==> src/rtl/shift_arbiter.sv <==
// shift_arbiter: two valid/ready requesters share one 32-bit right shifter behind a one-entry response stage.
// Define SHIFT_ARB_RR_EN for round-robin arbitration; by default requester 0 has fixed priority.

module r_shifter #(
  parameter int WIDTH = 32,
  parameter int SHW   = 5
) (
  input  logic [WIDTH-1:0] a,
  input  logic [SHW-1:0]   b,
  input  logic             arith,
  output logic [WIDTH-1:0] y
);
  assign y = arith ? $unsigned($signed(a) >>> b) : (a >> b);
endmodule

module shift_arbiter #(
  parameter int WIDTH = 32,
  parameter int SHW   = 5,
  parameter int CNTW  = 16
) (
  input  logic             clk,
  input  logic             rst,
  input  logic             req0_valid,
  output logic             req0_ready,
  input  logic [WIDTH-1:0] req0_a,
  input  logic [SHW-1:0]   req0_b,
  input  logic             req0_arith,
  input  logic             req1_valid,
  output logic             req1_ready,
  input  logic [WIDTH-1:0] req1_a,
  input  logic [SHW-1:0]   req1_b,
  input  logic             req1_arith,
  output logic             rsp_valid,
  input  logic             rsp_ready,
  output logic [WIDTH-1:0] rsp_data,
  output logic             rsp_id,
  output logic [CNTW-1:0]  grant_cnt0,
  output logic [CNTW-1:0]  grant_cnt1
);

  typedef enum logic {EMPTY = 1'b0, FULL = 1'b1} state_t;

  state_t           state, state_nx;
  logic             can_accept, grant0, grant1, acc0, acc1;
  logic             ptr;
  logic [WIDTH-1:0] op_a;
  logic [SHW-1:0]   op_b;
  logic             op_arith;
  logic             id_q;

  // NOTE: every signal assigned here gets a default first, so no path leaves it unassigned and no latch is inferred.
  always_comb begin
    state_nx   = state;
    can_accept = (state == EMPTY) || rsp_ready;
    grant0     = req0_valid && (!req1_valid || !ptr);
    grant1     = req1_valid && (!req0_valid ||  ptr);
    req0_ready = can_accept && grant0 && !rst;
    req1_ready = can_accept && grant1 && !rst;
    acc0       = req0_ready;
    acc1       = req1_ready;
    if (acc0 || acc1)
      state_nx = FULL;
    else if (state == FULL && rsp_ready)
      state_nx = EMPTY;
  end

  // NOTE: sequential state uses non-blocking assignments so every register samples pre-edge values.
  always_ff @(posedge clk) begin
    if (rst) state <= EMPTY;
    else     state <= state_nx;
  end

  // Operand register is reset so the shifter output reads zero out of reset.
  always_ff @(posedge clk) begin
    if (rst) begin
      op_a     <= '0;
      op_b     <= '0;
      op_arith <= 1'b0;
      id_q     <= 1'b0;
    end else if (acc0) begin
      op_a     <= req0_a;
      op_b     <= req0_b;
      op_arith <= req0_arith;
      id_q     <= 1'b0;
    end else if (acc1) begin
      op_a     <= req1_a;
      op_b     <= req1_b;
      op_arith <= req1_arith;
      id_q     <= 1'b1;
    end
  end

  always_ff @(posedge clk) begin
    if (rst) begin
      grant_cnt0 <= '0;
      grant_cnt1 <= '0;
    end else begin
      if (acc0 && grant_cnt0 != '1) grant_cnt0 <= grant_cnt0 + CNTW'(1);
      if (acc1 && grant_cnt1 != '1) grant_cnt1 <= grant_cnt1 + CNTW'(1);
    end
  end

`ifdef SHIFT_ARB_RR_EN
  // Pointer favours whichever requester was not served last.
  always_ff @(posedge clk) begin
    if (rst)       ptr <= 1'b0;
    else if (acc0) ptr <= 1'b1;
    else if (acc1) ptr <= 1'b0;
  end
`else
  assign ptr = 1'b0;
`endif

  r_shifter #(.WIDTH(WIDTH), .SHW(SHW)) u_shifter (
    .a     (op_a),
    .b     (op_b),
    .arith (op_arith),
    .y     (rsp_data)
  );

  assign rsp_valid = (state == FULL);
  assign rsp_id    = id_q;

endmodule
==> config.mk <==
export PLATFORM = sky130hd
export DESIGN_NAME = shift_arbiter
export DESIGN_NICKNAME = d
export VERILOG_FILES = /design/src/rtl/shift_arbiter.sv
export SDC_FILE = /design/constraint.sdc
export NUM_CORES = 1
export LEC_CHECK = 0
export CORE_AREA = 2 2 120 122
export DETAILED_ROUTE_END_ITERATION = 6
export DIE_AREA = 0 0 122 124
export MAX_ROUTING_LAYER = met4
export PLACE_DENSITY_LB_ADDON = 0.2
export SKIP_LAST_GASP = 1
export SLEW_MARGIN = 5
export SYNTH_ARGS = -nofsm -noshare
export SYNTH_HDL_FRONTEND = slang
export SYNTH_SLANG_ARGS = --single-unit
==> constraint.sdc <==
create_clock -name clk -period 1.7 [get_ports clk]
set_input_delay 0.17 -clock clk [delete_from_list [all_inputs] [get_ports clk]]
set_output_delay 0.17 -clock clk [all_outputs]
set_load 0.01 [all_outputs]
==> out/results.ini, run 1 <==
[outcome]
outcome = finished with violations
failed_checks = setup timing

[finish]
fin_nets = 1052
final_area_mm2 = 0.00958
final_common_cell = buf_4
area_growth_pct = 69.5
drive_gt1_share_pct = 42.4
mostFrequentLayoutCells = buf_4, clkdlybuf4s50_1, nor2_1
diodes = 0

[yosys]
syn_nets = 730
synth-edff-count = 0
syn_inst = 647
ys_types = 68
synth_largest_area_cell = dfxtp_1
synth_seq_area_share_pct = 25.5
synth_top_flop_cell = dfxtp_1
synthTopCellsByArea = dfxtp_1, mux2i_1, mux4_2, mux4_1, nor2_1
synth_async_sr_flop_share_pct = 0
netlist_area_mm2 = 0.00565
yosys_warnings = 0
avgSynthCellArea_um2 = 8.74
ys_seq_elements = 72
synth_top_cell_area_share_pct = 25.5

[die]
core_mm2 = 0.0137
start_util_pct = 41.2
die_w_um = 122
fp-row-count = 43
ios = 149
dieArea_mm2 = 0.0151
die_h_um = 124

[clock_tree]
htree_levels = 3
holdBufCountCts = 0
ctsRootBufferMaster = clkbuf_16
clock-sinks = 72
clk_pin_slew_ns = 0.07
clockBufferDepth = 2
tritoncts = built
cts_buffers = 9
clk_latency_ns = 0.34

[setup_path]
critPathTopFamily = multiplexers
crit_type = flop to output pin
critPathSlowestCell = mux4_2
cp_max_fo = 7
rr_worst_depth = 5
r2r_start = grant_cnt0[8]
slowest_delay_ns = 0.49
path_buf_inv = 3
worstSetupStartpointType = flop
rr_endpoint = grant_cnt0[7]
critPathCaptureType = output pin
ff2ff_setup_slack_ns = 0.02
arrival_ns = 2.33
worstPathRequired_ns = 1.53
worstPathCellList = buf_12 > buf_12 > mux4_2 > mux2_4 > nand3_2 > o21ai_2 > a211o_1 > buf_2
critPathMostFrequentCell = buf_12

[global_routing]
grt_pass1_wl_mm = 34.8
antenna_found_initial = 0
grt_pass1_vias = 6512
grt_max_degree = 40
grt-ovfl-total = 0
track_usage_pct = 30.6

[power]
irDropWorstVdd_uv = 535
p_leak_nw = 3.85
powerDensity_mw_per_mm2 = 692

[worst_hold_path]
hold_depth = 4
min_to = grant_cnt0[6]
min_path_type = primary input to flop
hp-start = rst

[timing]
timing.fmax_mhz = 401
slew_headroom_pct = 66.5
skew_ns = 0.00964
finalWorstSetupSlack_ns = -0.797
setup_tns_ns = -20.08
layout_min_cycle_time_ns = 2.50
fin_crit_sh_pct = 147
finalHoldViolations = 0
worstMarginPinSlew_ns = 0.502
grt_setup_unrepaired = true
drv_slew = 0
finalSetupViolCount = 32

[drt]
route.detailed.drc = 0
post_drt_wl_per_cell_um = 19.8
vias = 6630
vias_per_cell = 5.75
dr.pass1.iters = 7
drt_iter0_markers = 521
antenna_left = 0
wl_mm = 22.8

[place]
io_buffer_count = 148
place_hpwl_mm = 16.5
gp_congestion = 0.902
dpl_cell_area_mm2 = 0.00857

[job]
maxCapViolCount = 0

-- worst max path at each step --
stage,cells after the start,from,end
after global routing,8,op_b[1],rsp_data[0]
after global placement,9,op_b[1],rsp_data[17]
after CTS,8,op_b[1],rsp_data[0]
final,8,op_b[1],rsp_data[0]
after detailed placement,7,op_b[1],rsp_data[0]
after floorplan,5,op_b[1],rsp_data[17]
-- flip-flops by register name (all words and copies together) (netlist names) --
register / flops
op_a: 32
rsp_valid: 1
grant_cnt0: 16
rsp_id: 1
op_arith: 1
op_b: 5
grant_cnt1: 16
-- stage by stage --
stage	worst slack (ns)	instances	util [%]	hold WS [ns]	power, mW
detailed placement	-0.783	1093	62.4	0.478	4.33
CTS	-0.796	1141	67.7	0.182	6.50
finish	-0.797	1154	69.8	0.222	6.63
floorplan	-0.143	647	-	0.337	3.09
global placement	-0.767	1093	62.4	0.457	4.30
global route	-0.852	1154	69.8	0.229	6.90
-- synth_stat cells, types with 2 or more instances --
master,instances
buf_6,2
a21oi_1,33
and4_1,3
or2_2,3
dfxtp_1,72
o2111ai_1,2
mux2_2,17
nand2b_1,8
o311ai_0,4
o41ai_1,2
a221oi_1,2
mux4_1,13
a211oi_1,36
nor2_1,80
nor2b_1,5
o21a_1,3
xnor2_1,8
nand2_1,64
nor4_2,3
buf_2,16
o22ai_1,7
a31oi_1,6
or3_1,5
o31ai_1,2
nor3_1,10
o211ai_1,6
and3_1,5
mux2i_1,52
clkbuf_1,28
o21ai_0,25
mux4_2,20
nand4_1,6
ha_1,2
xor2_1,4
a22oi_1,13
inv_1,7
a222oi_1,2
nand4_2,2
nand3_1,22
o21ai_1,5
buf_4,5
o221ai_1,4
a311oi_1,2
and2_1,7
-- tightest hold or removal path, cell delays in order --
cell     delay [ns]
buf_2          0.14
inv_2          0.08
o21ai_0        0.08
a31oi_1        0.05
-- area by class of cell --
cell class	count	area, um2
sequential	72	1470
inverter	9	33.8
fill	1078	4140
tap	180	225
clock buffer	9	225
multi-input combinational	512	4300
timing repair buffer	365	3250
clock inverter	7	80.1
-- report_power, final --
part	switching (mW)	internal [mW]
clock	0.801	1.15
combinational	1.26	1.50
sequential	0.141	1.78
total	2.21	4.43
-- logic make-up (layout without fill, tap and decap cells) --
group | count (synthesis) | in the layout | synth area share (%)
AOI/OAI and AO/OA | 163 | 163 | 19.7
xor gates and xnor gates | 12 | 12 | 1.86
adders and majority gates | 2 | 2 | 0.443
buffers and inverters | 63 | 390 | 5.60
DFF | 72 | 72 | 25.5
muxes | 102 | 102 | 26.6
and+or+nand+nor | 233 | 233 | 20.3
-- per-layer routing --
layer  GRT usage (%)  wire length [um]  vias to the layer above
met2            47.0             10600                      280
met3            4.95              1430                       56
met1            40.9             10100                     3186
li1                -                 -                     3108
met4            11.0               656                        0
met5               -                 0                        -
-- what timing repair did --
item / in CTS / in global routing
gates resized for setup: 208 / 67
pin swaps: 26 / 20
setup endpoints to repair: 35 / 53
gates cloned: 3 / 2
endpoints found under the hold margin: 0 / 0
buffers inserted: 30 / 14
Note: power is estimated with default switching activity, not from simulation.
==> run 2, diff against run 1 <==
==> constraint.sdc (replaced) <==
create_clock -name clk -period 1.7 [get_ports clk]
set_input_delay 0.17 -clock clk [delete_from_list [all_inputs] [get_ports clk]]
set_output_delay 0.17 -clock clk [all_outputs]
set_load 0.1 [all_outputs]
==> run 2 against run 1 <==
Against the previous run:
- the flow still finishes with violations (setup timing)
- non-clock buffer count fell by 15
- count of clock-buffer cells in the layout unchanged
- core utilization is 6.9 points higher
- critical path type unchanged
- largest cell class unchanged
==> out/results.ini, run 2 (same netlist as run 1, synthesis figures left out) <==
[outcome]
outcome = finished with violations
failed_checks = setup timing

[setup_path]
rr_worst_depth = 6
worstSetupStartpointType = flop
rr_endpoint = grant_cnt0[10]
cp_max_fo = 7
ff2ff_setup_slack_ns = 0.03
worstPathRequired_ns = 1.53
crit_type = flop to output pin
r2r_start = grant_cnt0[15]
arrival_ns = 2.37
critPathCaptureType = output pin

[drt]
drt_iter0_markers = 630
vias = 6761
wl_mm = 23.6
vias_per_cell = 5.94
route.detailed.drc = 0
dr.pass1.iters = 5
post_drt_wl_per_cell_um = 20.8
antenna_left = 0

[worst_hold_path]
min_to = grant_cnt1[5]
hold_depth = 3
hp-start = rst
min_path_type = primary input to flop

[place]
gp_congestion = 0.962
preCtsSetupSlack_ns = -0.633
place_hpwl_mm = 17.4
dp_cells = 1092
io_buffer_count = 148

[clock_tree]
clk_latency_ns = 0.34
htree_levels = 3
clk_pin_slew_ns = 0.06
clockBufferDepth = 2
holdBufCountCts = 0
cts_buffers = 9
clock-sinks = 72
tritoncts = built
ctsRootBufferMaster = clkbuf_16

[timing]
finalSetupViolCount = 32
finalWorstSetupSlack_ns = -0.839
whs_ns = 0.226
drv_slew = 0
fin_crit_sh_pct = 149
layout_min_cycle_time_ns = 2.54
worstMarginPinSlew_ns = 0.566
slew_headroom_pct = 62.2
skew_ns = 0.00654
finalHoldViolations = 0
grt_setup_unrepaired = true
timing.fmax_mhz = 394
setup_tns_ns = -23.06

[finish]
fin_nets = 1037
nFillCells = 895
final_common_cell = buf_4
mostFrequentLayoutCells = buf_4, clkdlybuf4s50_1, nor2_1
drive_gt1_share_pct = 50.9
diodes = 0
largest_register_ff_count = 32
max_flop_register = op_a
multi_input_area_mm2 = 0.00471
reg_top3 = op_a x32, grant_cnt0 x16, grant_cnt1 x16
seq_area_mm2 = 0.00157
area_growth_pct = 86.4
instances_no_fill = 1139

[power]
p_leak_nw = 4.09
irDropWorstVdd_uv = 683
fin_total_pwr_mw = 8.47
powerDensity_mw_per_mm2 = 804

[die]
core_mm2 = 0.0137
start_util_pct = 41.2
dieArea_mm2 = 0.0151
die_h_um = 124
fp-row-count = 43
die_w_um = 122
ios = 149

[global_routing]
grt_pass1_wl_mm = 35.0
grt_pass1_vias = 6463
antenna_found_initial = 0
track_usage_pct = 30.8
grt-ovfl-total = 0
grt_max_degree = 48

[job]
maxCapViolCount = 0

run 2: cell types whose count changed in the layout (fill, tap and decap cells not counted), moves of 5 or more:
cell / delta
buf_12: +43
clkdlybuf4s50_1: -35
dfxtp_4: +31
buf_2: -30
dfxtp_1: -21
dfxtp_2: -10
buf_4: +8
o21ai_4: +8
nand2_1: -6
buf_6: -5
nand2_4: +5
o21ai_1: -5
o21ai_2: -5
run 2: worst max path at each step:
stage / startpoint / end / slack, ns / cells past startpoint
final: op_b[1] / rsp_data[5] / -0.84 / 7
after global routing: op_b[1] / rsp_data[5] / -0.92 / 7
after CTS: op_b[1] / rsp_data[5] / -0.82 / 7
after detailed placement: op_b[1] / rsp_data[6] / -0.63 / 7
after floorplan: op_b[1] / rsp_data[14] / -1.89 / 5
after global placement: op_b[1] / rsp_data[1] / -0.64 / 7
run 2: what timing repair did:
action	4_1_cts	5_1_grt
resized for setup	71	45
setup endpoints to repair	35	45
setup buffers	20	10
gates cloned	0	2
pin swaps	23	20
run 2: final cells by class:
cell class,instances,share of cell area [%]
multi-input cells,512,44.7
repair buffers,350,35.1
flip-flops and latches,72,14.9
clock buffers,9,2.14
well taps,180,2.14
clock inverters,7,0.748
inverters,9,0.321
run 2: worst max-delay path, cell delays in order, from the launching register on:
cell and delay (ns):
dfxtp_4 0.42, buf_8 0.15, buf_6 0.10, mux4_2 0.51
mux2_4 0.32, o221ai_2 0.16, o211ai_1 0.16, buf_12 0.20
run 2: routing by layer:
layer / GRT usage, % / part of all wire, % / up-vias
met2: 49.8 / 50 / 349
met1: 40.3 / 41 / 3294
met5: - / 0 / -
met4: 9.63 / 2.5 / 0
li1: - / - / 3072
met3: 4.21 / 6.4 / 46
run 2: stage by stage:
stage / area, um2 / utilization [%]
floorplan: 6380 / -
global placement: 9560 / 69.7
detailed placement: 9560 / 69.7
CTS: 10300 / 74.9
global route: 10500 / 76.8
finish: 10500 / 76.8
run 2: report_power, final:
part,internal (mW),leakage [nW],switching [mW],total (mW)
Clock,1.15,0.146,0.800,1.95
Combinational,2.07,3.32,2.55,4.63
Sequential,1.73,0.618,0.155,1.89
Total,4.96,4.09,3.51,8.47
